<file path="config.mk">
export PLATFORM = sky130hd
export DESIGN_NAME = interface_permw_n
export DESIGN_NICKNAME = d
export VERILOG_FILES = /design/src/rtl/interface_permw_n.sv
export SDC_FILE = /design/constraint.sdc
export NUM_CORES = 1
export LEC_CHECK = 0
export ABC_AREA = 1
export CORE_AREA = 2 2 302 304
export CTS_CLUSTER_DIAMETER = 40
export DETAILED_ROUTE_END_ITERATION = 8
export DIE_AREA = 0 0 304 306
export MAX_ROUTING_LAYER = met4
export PLACE_DENSITY = 0.6
export SETUP_SLACK_MARGIN = 0.4
export SYNTH_ARGS = -nofsm -noshare
export SYNTH_HDL_FRONTEND = slang
export SYNTH_SLANG_ARGS = --single-unit
</file>
<file path="constraint.sdc">
create_clock -name CLK -period 3.2 [get_ports CLK]
set_input_delay 0.64 -clock CLK [delete_from_list [all_inputs] [get_ports CLK]]
set_output_delay 0.64 -clock CLK [all_outputs]
set_load 0.005 [all_outputs]
</file>
<file path="src/rtl/interface_permw_n.sv">
// rtl/interface_permw_n.sv - N-lane source select + lane permutation with 2-stage elastic output
// Stage 1 captures lanes and per-beat config; stage 2 registers the permuted lanes into Q.
module interface_permw_n #(
  parameter int DW = 64,
  parameter int LANES = 4,
  localparam int LW = $clog2(LANES)
) (
  input  logic                CLK,
  input  logic                RSTN,
  input  logic                SEL_EXTN,
  input  logic [1:0]          MODE,
  input  logic [LW-1:0]       ROT,
  input  logic                ALT,
  input  logic                SOF,
  input  logic                VALID_EXTN,
  input  logic                VALID_HRMF,
  input  logic [LANES*DW-1:0] D_EXTN,
  input  logic [LANES*DW-1:0] D_HRMF,
  output logic                READY_IN,
  output logic                VALID_OUT,
  input  logic                READY_OUT,
  output logic [LANES*DW-1:0] Q
);

  logic                r_s1_valid;
  logic [LANES*DW-1:0] r_s1_data;
  logic [1:0]          r_s1_mode;
  logic [LW-1:0]       r_s1_rot;
  logic                r_s1_p;
  logic                r_s2_valid;
  logic [LANES*DW-1:0] r_q;
  logic                r_parity;

  logic                w_vld_in;
  logic [LANES*DW-1:0] w_d_in;
  logic                w_adv1;
  logic                w_adv2;
  logic                w_accept;
  logic                w_parity_eff;
  logic                w_p;
  logic [LANES*DW-1:0] w_perm;

  assign w_vld_in     = SEL_EXTN ? VALID_HRMF : VALID_EXTN;
  assign w_d_in       = SEL_EXTN ? D_HRMF : D_EXTN;
  assign w_adv2       = !r_s2_valid || READY_OUT;
  assign w_adv1       = !r_s1_valid || w_adv2;
  assign w_accept     = w_vld_in && w_adv1;
  assign w_parity_eff = SOF ? 1'b0 : r_parity;
  assign w_p          = !ALT || w_parity_eff;

  assign READY_IN  = w_adv1;
  assign VALID_OUT = r_s2_valid;
  assign Q         = r_q;

  // Source lane index feeding output lane idx; identity when the beat is not permuted.
  function automatic logic [LW-1:0] f_src(input logic [LW-1:0] idx, input logic [1:0] mode,
                                          input logic [LW-1:0] rot, input logic p);
    logic [LW-1:0] r;
    r = idx;
    if (p) begin
      case (mode)
        2'd1:    r = idx ^ LW'(1);
        2'd2:    r = idx + rot;
        2'd3:    for (int b = 0; b < LW; b++) r[b] = idx[LW-1-b];
        default: r = idx;
      endcase
    end
    return r;
  endfunction

  always_comb begin
    w_perm = '0;
    for (int i = 0; i < LANES; i++) begin
      w_perm[i*DW +: DW] = r_s1_data[int'(f_src(LW'(i), r_s1_mode, r_s1_rot, r_s1_p))*DW +: DW];
    end
  end

  always_ff @(posedge CLK or negedge RSTN) begin
    if (!RSTN) begin
      r_s1_valid <= 1'b0;
      r_s1_data  <= '0;
      r_s1_mode  <= 2'd0;
      r_s1_rot   <= '0;
      r_s1_p     <= 1'b0;
      r_s2_valid <= 1'b0;
      r_q        <= '0;
      r_parity   <= 1'b0;
    end else begin
      if (w_adv1) begin
        r_s1_valid <= w_accept;
        if (w_accept) begin
          r_s1_data <= w_d_in;
          r_s1_mode <= MODE;
          r_s1_rot  <= ROT;
          r_s1_p    <= w_p;
        end
      end
      if (w_adv2) begin
        r_s2_valid <= r_s1_valid;
        if (r_s1_valid) r_q <= w_perm;
      end
      if (w_accept) r_parity <= ~w_parity_eff;
    end
  end

endmodule

</file>
==> metrics.md, run 1 <==
| Metric | Value |
|---|---|
| Sw frac | `0.379` |
| Setup crit end kind | `register` |
| Die area | `93000 µm²` |
| Post-synthesis cell type count | `28` |
| Final number of setup-violating endpoints | `0` |
| Routed WL | `134000 µm` |
| TritonCTS clock tree | `built` |
| FP Rows | `110` |
| Status | `finished clean` |
| Int Pwr | `0.0225 W` |
| Count of final hold-check violations | `0` |
| Final non-filler cell total | `6368` |
| CP Max Fanout | `128` |
| First-pass GRT wire length | `201000 µm` |
| Hold crit path type | `in -> reg` |
| Ys Warns | `0` |
| Final instance area | `44000 µm²` |
| Final Skew | `32.1 ps` |
| Cell total after placement | `6169` |
| Htree depth | `3` |
| PortBufs | `781` |
| Worst setup margin | `559 ps` |
| RR Startpoint | `r_s1_mode[0]` |
| Initial antenna violation count | `4` |
| CP cell instances | `inv_1 -> ha_1 -> nand2_1 -> nand2_1 -> nand2_1 -> nand2_8 -> buf_16 -> nand3_1 -> nand3_1 -> nand2_1 -> nand2_1 -> nand2_1` |
| Syn Inst Count | `4461` |
| Clock Latency Late Sink | `650 ps` |
| Synthesized area | `31200 µm²` |
| Min-delay src | `SEL_EXTN` |
| Seq pwr share | `0.289` |
| CP arrival | `3150 ps` |
| Max-Cap Viols | `0` |
| CTS Sinks | `520` |
| First drt pass iteration count | `6` |
| Total leakage power | `20.9 nW` |
| Hold_ws | `457 ps` |
| Vias in the first global route | `32.0k` |
| Crit-path most repeated cell | `nand2_1` |
| Post-route ant nets | `0` |
| # DRC | `0` |
| Slowest CP cell | `dfrtp_1` |
| Most common cell after layout, fill and taps aside | `nand2_1` |
| Psw | `0.0138 W` |
| Fmax | `0.379 GHz` |
| Via count | `33.2k` |
| Iteration-0 DRC Markers | `3480` |
| Period minus WS final | `2640 ps` |
| FF+latch count, synth | `520` |
| Share of cells above drive strength 1 | `0.0690` |
| Number of setup buffers added after CTS | `0` |
| Setup crit start kind | `register` |
| Setup TNS | `0 ps` |
| Largest net degree at the start of global routing | `194` |
| Placer Congestion | `0.897` |
| Crit path kind | `reg -> reg` |
| Die height | `306 µm` |
| Reg2reg path depth | `12` |
| Total Routing Usage GR | `0.288` |
| Hold Path End | `r_s1_data[19]` |
| Core box area | `89600 µm²` |
| Combinational share of power | `0.396` |
| Syn Area/Cell | `6.99 µm²` |
| Min-Delay Path Depth | `4` |
| Most frequent cells in the layout | `nand2_1, clkdlybuf4s50_1, nand3_1, inv_1, dfrtp_1` |
| Clock-pin slew on the worst setup and hold paths | `50 ps` |
| Syn Nets | `4991` |
| Final slew viol count | `0` |
| Root Buffer | `clkbuf_16` |
| Worst r2r dst | `Q[156]` |
| Max clock buf depth | `3` |
| Critical Path RT | `3710 ps` |
| Final Cycle Share | `0.825` |
| DP HPWL | `90400 µm` |
| Inserted Clock Buffers | `103` |
| RSZ-0062 raised after global routing | `no` |
| Peak VDD IR | `0.475 mV` |
| Clock power frac | `0.315` |
| Pin slew with the least headroom to its limit | `1010 ps` |
| Reg2reg setup slack | `560 ps` |
| PD cells | `825 nW/µm²` |
| Worst path max stage delay | `430 ps` |
| Sequential area share after synthesis | `0.417` |
| Vias per cell | `5.21` |
| Die Wd | `304 µm` |
| Worst slew margin | `0.328` |
| NumNets Final | `5629` |
| Average routed wire per standard cell | `21.0 µm` |
| Pre-CTS setup slack | `476 ps` |
| Post-DP Area | `40300 µm²` |
| Overflow after GRT | `0` |
| Initial Util | `0.348` |
| Ports | `782` |
| Syn-to-layout area delta | `41.2%` |
## synthesized netlist by cell type (all sizes together)
| cell type | count | area (µm²) |
|---|---|---|
| inv | 527 | 1980 |
| nor3 | 1 | 5.00 |
| clkinv | 1 | 3.75 |
| o21ai | 262 | 1320 |
| nand2 | 1500 | 5630 |
| nor2 | 199 | 763 |
| a21oi | 1 | 5.00 |
| nand3 | 580 | 2900 |
| ha | 6 | 75.1 |
| clkbuf | 152 | 571 |
| dfrtp | 520 | 13000 |
| buf | 198 | 1100 |
| a22oi | 1 | 7.51 |
| o21bai | 1 | 7.51 |
| o211ai | 384 | 2980 |
| or2 | 64 | 400 |
| a31oi | 64 | 400 |
## flip-flops by register name, summed over array words and instances (netlist names)
register,flops
r_s1_data,256
r_parity,1
r_s1_rot,2
VALID_OUT,1
r_s1_p,1
Q,256
r_s1_mode,2
r_s1_valid,1
## routing by layer
metal  GRT usage  up-vias  routed length (µm)
met1       0.376    15654               56900
met3      0.0428      250                9680
met5           -        -                   0
li1            -    15710                   -
met4       0.118        0                5310
met2       0.448     1564               61800
## final cells by class
type / instances / area (µm²)
antenna: 5 / 12.5
clock buffer: 121 / 2760
clock inverter: 72 / 940
fill: 8730 / 45600
inverter: 528 / 2000
multi-input combinational: 3063 / 14600
sequential: 520 / 13000
tap: 1176 / 1470
timing repair buffer: 883 / 9220
## worst max path at each step
stage | endpoint | startpoint | cells past startpoint | slack [ps]
6_report | Q[156] | r_s1_mode[0] | 12 | 560
5_1_grt | Q[19] | r_s1_mode[0] | 9 | 410
4_1_cts | Q[23] | r_s1_mode[0] | 9 | 550
3_5_place_dp | r_s1_data[87] | VALID_EXTN | 8 | 480
3_3_place_gp | r_s1_data[99] | VALID_EXTN | 8 | 480
2_1_floorplan | r_s1_data[11] | SEL_EXTN | 7 | 1470
## power by group through the flow
stage	sequential (W)	combinational [W]	clock (W)
after floorplan	0.0101	0.00702	0
after global placement	0.0105	0.0141	0
after detailed placement	0.0105	0.0143	0
after CTS	0.0105	0.0144	0.0116
after global routing	0.0107	0.0157	0.0119
final	0.0105	0.0144	0.0114
## what timing repair did
| item | in CTS | in global routing |
|---|---|---|
| resized for setup | 0 | 1 |
| endpoints found under the hold margin | 45 | 0 |
| hold buffers | 1 | 0 |
| setup endpoints to repair | 0 | 6 |
## critical path: cells and delay by family (launching register included)
| kind | cells | cell delay (ps) |
|---|---|---|
| adders and majority gates | 1 | 260 |
| and+or+nand+nor | 9 | 950 |
| buffers and inverters | 2 | 580 |
| DFF | 1 | 430 |
## kinds of logic after synthesis
group | count (synthesis) | share of synthesized area
AND/OR/NAND/NOR | 2344 | 0.311
buffers and inverters | 878 | 0.117
AO/OA/AOI/OAI | 713 | 0.152
flip-flops | 520 | 0.417
adder cells (fa/ha/maj) | 6 | 0.00241
## through the flow
step	total power, W	utilization
5_1_grt	0.0384	0.491
6_report	0.0363	0.491
2_1_floorplan	0.0171	-
3_3_place_gp	0.0247	0.450
3_5_place_dp	0.0248	0.450
4_1_cts	0.0364	0.491
(Power assumes the default switching activity.)
==> run 2, diff against run 1 <==
==> constraint.sdc (replaced) <==
create_clock -name CLK -period 2.6 [get_ports CLK]
set_input_delay 0.52 -clock CLK [delete_from_list [all_inputs] [get_ports CLK]]
set_output_delay 0.52 -clock CLK [all_outputs]
set_load 0.005 [all_outputs]
==> run 2 against run 1 <==
  * Register-to-register slack worse by 60 ps
  * Clock power is 21% higher
  * Critical path depth is 11 lower
  * Combinational power is 28% higher
  * First-iteration DRC count is 0.43% lower
  * Sequential cell count stayed put
==> metrics.md, run 2 (synthesis results as in run 1) <==
| Metric | Value |
|---|---|
| Status | `finished clean` |
| Pwr Total | `0.0450 W (+24%)` |
| Most frequent cells in the layout | `nand2_1, clkdlybuf4s50_1, nand3_1, inv_1, dfrtp_1` |
| Peak VDD IR | `0.619 mV (+30%)` |
| RSZ-0062 raised after global routing | `yes` |
| WP depth | `1 (-11)` |
| Pin slew with the least headroom to its limit | `791 ps (-217 ps)` |
| Clock-pin slew on the worst setup and hold paths | `60 ps (about the same)` |
| Vias per cell | `5.22 (+0.27%)` |
| Inserted Clock Buffers | `97 (-5.8%)` |
| Via count | `33.5k (+0.97%)` |
| FP Rows | `110 (unchanged)` |
| Iteration-0 DRC Markers | `3465 (-0.43%)` |
| CP arrival | `1640 ps (-1510 ps)` |
| Total Routing Usage GR | `0.295 (+0.00705)` |
| First-pass GRT wire length | `204000 µm (+1.5%)` |
| RR Startpoint | `r_s1_mode[1]` |
| Htree depth | `3 (unchanged)` |
| Post-route ant nets | `0 (unchanged)` |
| CTS Sinks | `520 (unchanged)` |
| Seq pwr share | `0.284 (-0.005)` |
| Sw frac | `0.377 (-0.00284)` |
| Vias in the first global route | `32.1k (+0.28%)` |
| Max-Cap Viols | `0 (unchanged)` |
| Reg2reg setup slack | `500 ps (-60 ps)` |
| Final slew viol count | `0 (unchanged)` |
| Die height | `306 µm (unchanged)` |
| Setup TNS | `0 ps (unchanged)` |
| Syn-to-layout area delta | `43.7%` |
| Initial Util | `0.348 (unchanged)` |
| Max clock buf depth | `3 (unchanged)` |
| Core box area | `89600 µm² (unchanged)` |
| Period minus WS final | `2160 ps` |
| Psw | `0.0170 W (+23%)` |
| PortBufs | `781 (unchanged)` |
| Placer Congestion | `0.884 (-1.4%)` |
| Delay-heaviest family, CP | `buffers and inverters` |
| Worst r2r dst | `Q[38]` |
| First drt pass iteration count | `6 (unchanged)` |
| Worst slew margin | `0.473 (+0.145)` |
| Setup crit start kind | `register` |
| Ports | `782 (unchanged)` |
| # DRC | `0 (unchanged)` |
| Setup crit end kind | `primary output` |
| Hold_ws | `399 ps (-58.3 ps)` |
| Reg2reg path depth | `9 (-3)` |
| Worst Setup EP | `Q[214]` |
| # fillers | `8667 (-0.72%)` |
| Average routed wire per standard cell | `21.3 µm (+1.5%)` |
| Clock Latency Late Sink | `650 ps (about the same)` |
| NumNets Final | `5680 (+0.91%)` |
| Combinational share of power | `0.410 (+0.014)` |
| Fmax | `0.464 GHz` |
| Initial antenna violation count | `6 (+2)` |
| Count of final hold-check violations | `0 (unchanged)` |
| Share of cells above drive strength 1 | `0.0790 (+0.00995)` |
| Final number of setup-violating endpoints | `0 (unchanged)` |
| CP startpoint | `Q[214]` |
| Int Pwr | `0.0281 W (+25%)` |
| Worst path max stage delay | `550 ps (+120 ps)` |
| Largest net degree at the start of global routing | `129 (-34%)` |
| Die area | `93000 µm² (unchanged)` |
| DP HPWL | `92700 µm (+2.5%)` |
| Critical Path RT | `2080 ps (-1630 ps)` |
| Routed WL | `137000 µm (+2.2%)` |
| Root Buffer | `clkbuf_16` |
| Worst Path Buf+Inv | `1 (-1)` |
| Final Cycle Share | `0.830` |
| Final Skew | `42.3 ps (+10.2 ps)` |
| Die Wd | `304 µm (unchanged)` |
| Crit path kind | `reg -> out` |
| Slowest CP cell | `clkdlybuf4s50_1` |
| Most common cell after layout, fill and taps aside | `nand2_1` |
| CP Max Fanout | `2 (-98%)` |
| TritonCTS clock tree | `built` |
| CP cell instances | `clkdlybuf4s50_1` |
| Overflow after GRT | `0 (unchanged)` |
| PD cells | `1000 nW/µm² (+22%)` |
| Clock power frac | `0.306 (-0.009)` |
| Hold crit path type | `in -> async` |
| Total leakage power | `21.3 nW (+2.0%)` |
run 2: per-layer routing:
metal | wire length, µm | vias up | GRT usage
met5 | 0 | - | -
met4 | 5660 | 0 | 0.123
met3 | 11700 | 265 | 0.0636
met2 | 62900 | 1596 | 0.456
met1 | 56400 | 15815 | 0.374
li1 | - | 15823 | -
run 2: worst min path at each step:
stage | start | end | slack, ps | cells past startpoint
3_3_place_gp | Q[168] | Q[168] | 460 | 2
2_1_floorplan | RSTN | Q[0] | 220 | 0
6_report | RSTN | r_s1_data[132] | 400 | 2
4_1_cts | SEL_EXTN | r_s1_data[72] | 380 | 4
3_5_place_dp | Q[143] | Q[143] | 460 | 2
5_1_grt | RSTN | Q[68] | 420 | 2
run 2: power groups by stage:
stage	Sequential (W)	Clock [W]	Combinational, W
2_1_floorplan	0.0124	0	0.00865
3_3_place_gp	0.0128	0	0.0177
3_5_place_dp	0.0128	0	0.0179
4_1_cts	0.0127	0.0139	0.0184
5_1_grt	0.0131	0.0144	0.0201
6_report	0.0128	0.0138	0.0185
run 2: what timing repair did:
item                                    in CTS  in global routing
endpoints found under the setup margin     115                113
setup buffers                                8                  4
pin swaps                                    2                  2
endpoints found under the hold margin       46                  0
resized for setup                           14                 11
gates cloned                                 7                  0
hold buffers                                 1                  0
run 2: layout make-up:
type,instances,area (µm²),area share
clock buffers,117,2640,0.0590
inverters,528,2010,0.0448
diodes,6,15.0,0.000335
clock inverters,62,922,0.0206
well taps,1176,1470,0.0328
flip-flops and latches,520,13000,0.291
repair buffers,939,10100,0.225
multi-input cells,3064,14700,0.327
run 2: stage by stage:
| step | setup WS (ps) | instances | utilization | instance area [µm²] |
|---|---|---|---|---|
| finish | 443 | 6412 | 0.500 | 44800 |
| floorplan | 884 | 4461 | - | 31200 |
| CTS | 401 | 6402 | 0.499 | 44700 |
| global route | 389 | 6412 | 0.500 | 44800 |
| global placement | 91.6 | 6207 | 0.456 | 40800 |
| detailed placement | 117 | 6207 | 0.456 | 40800 |
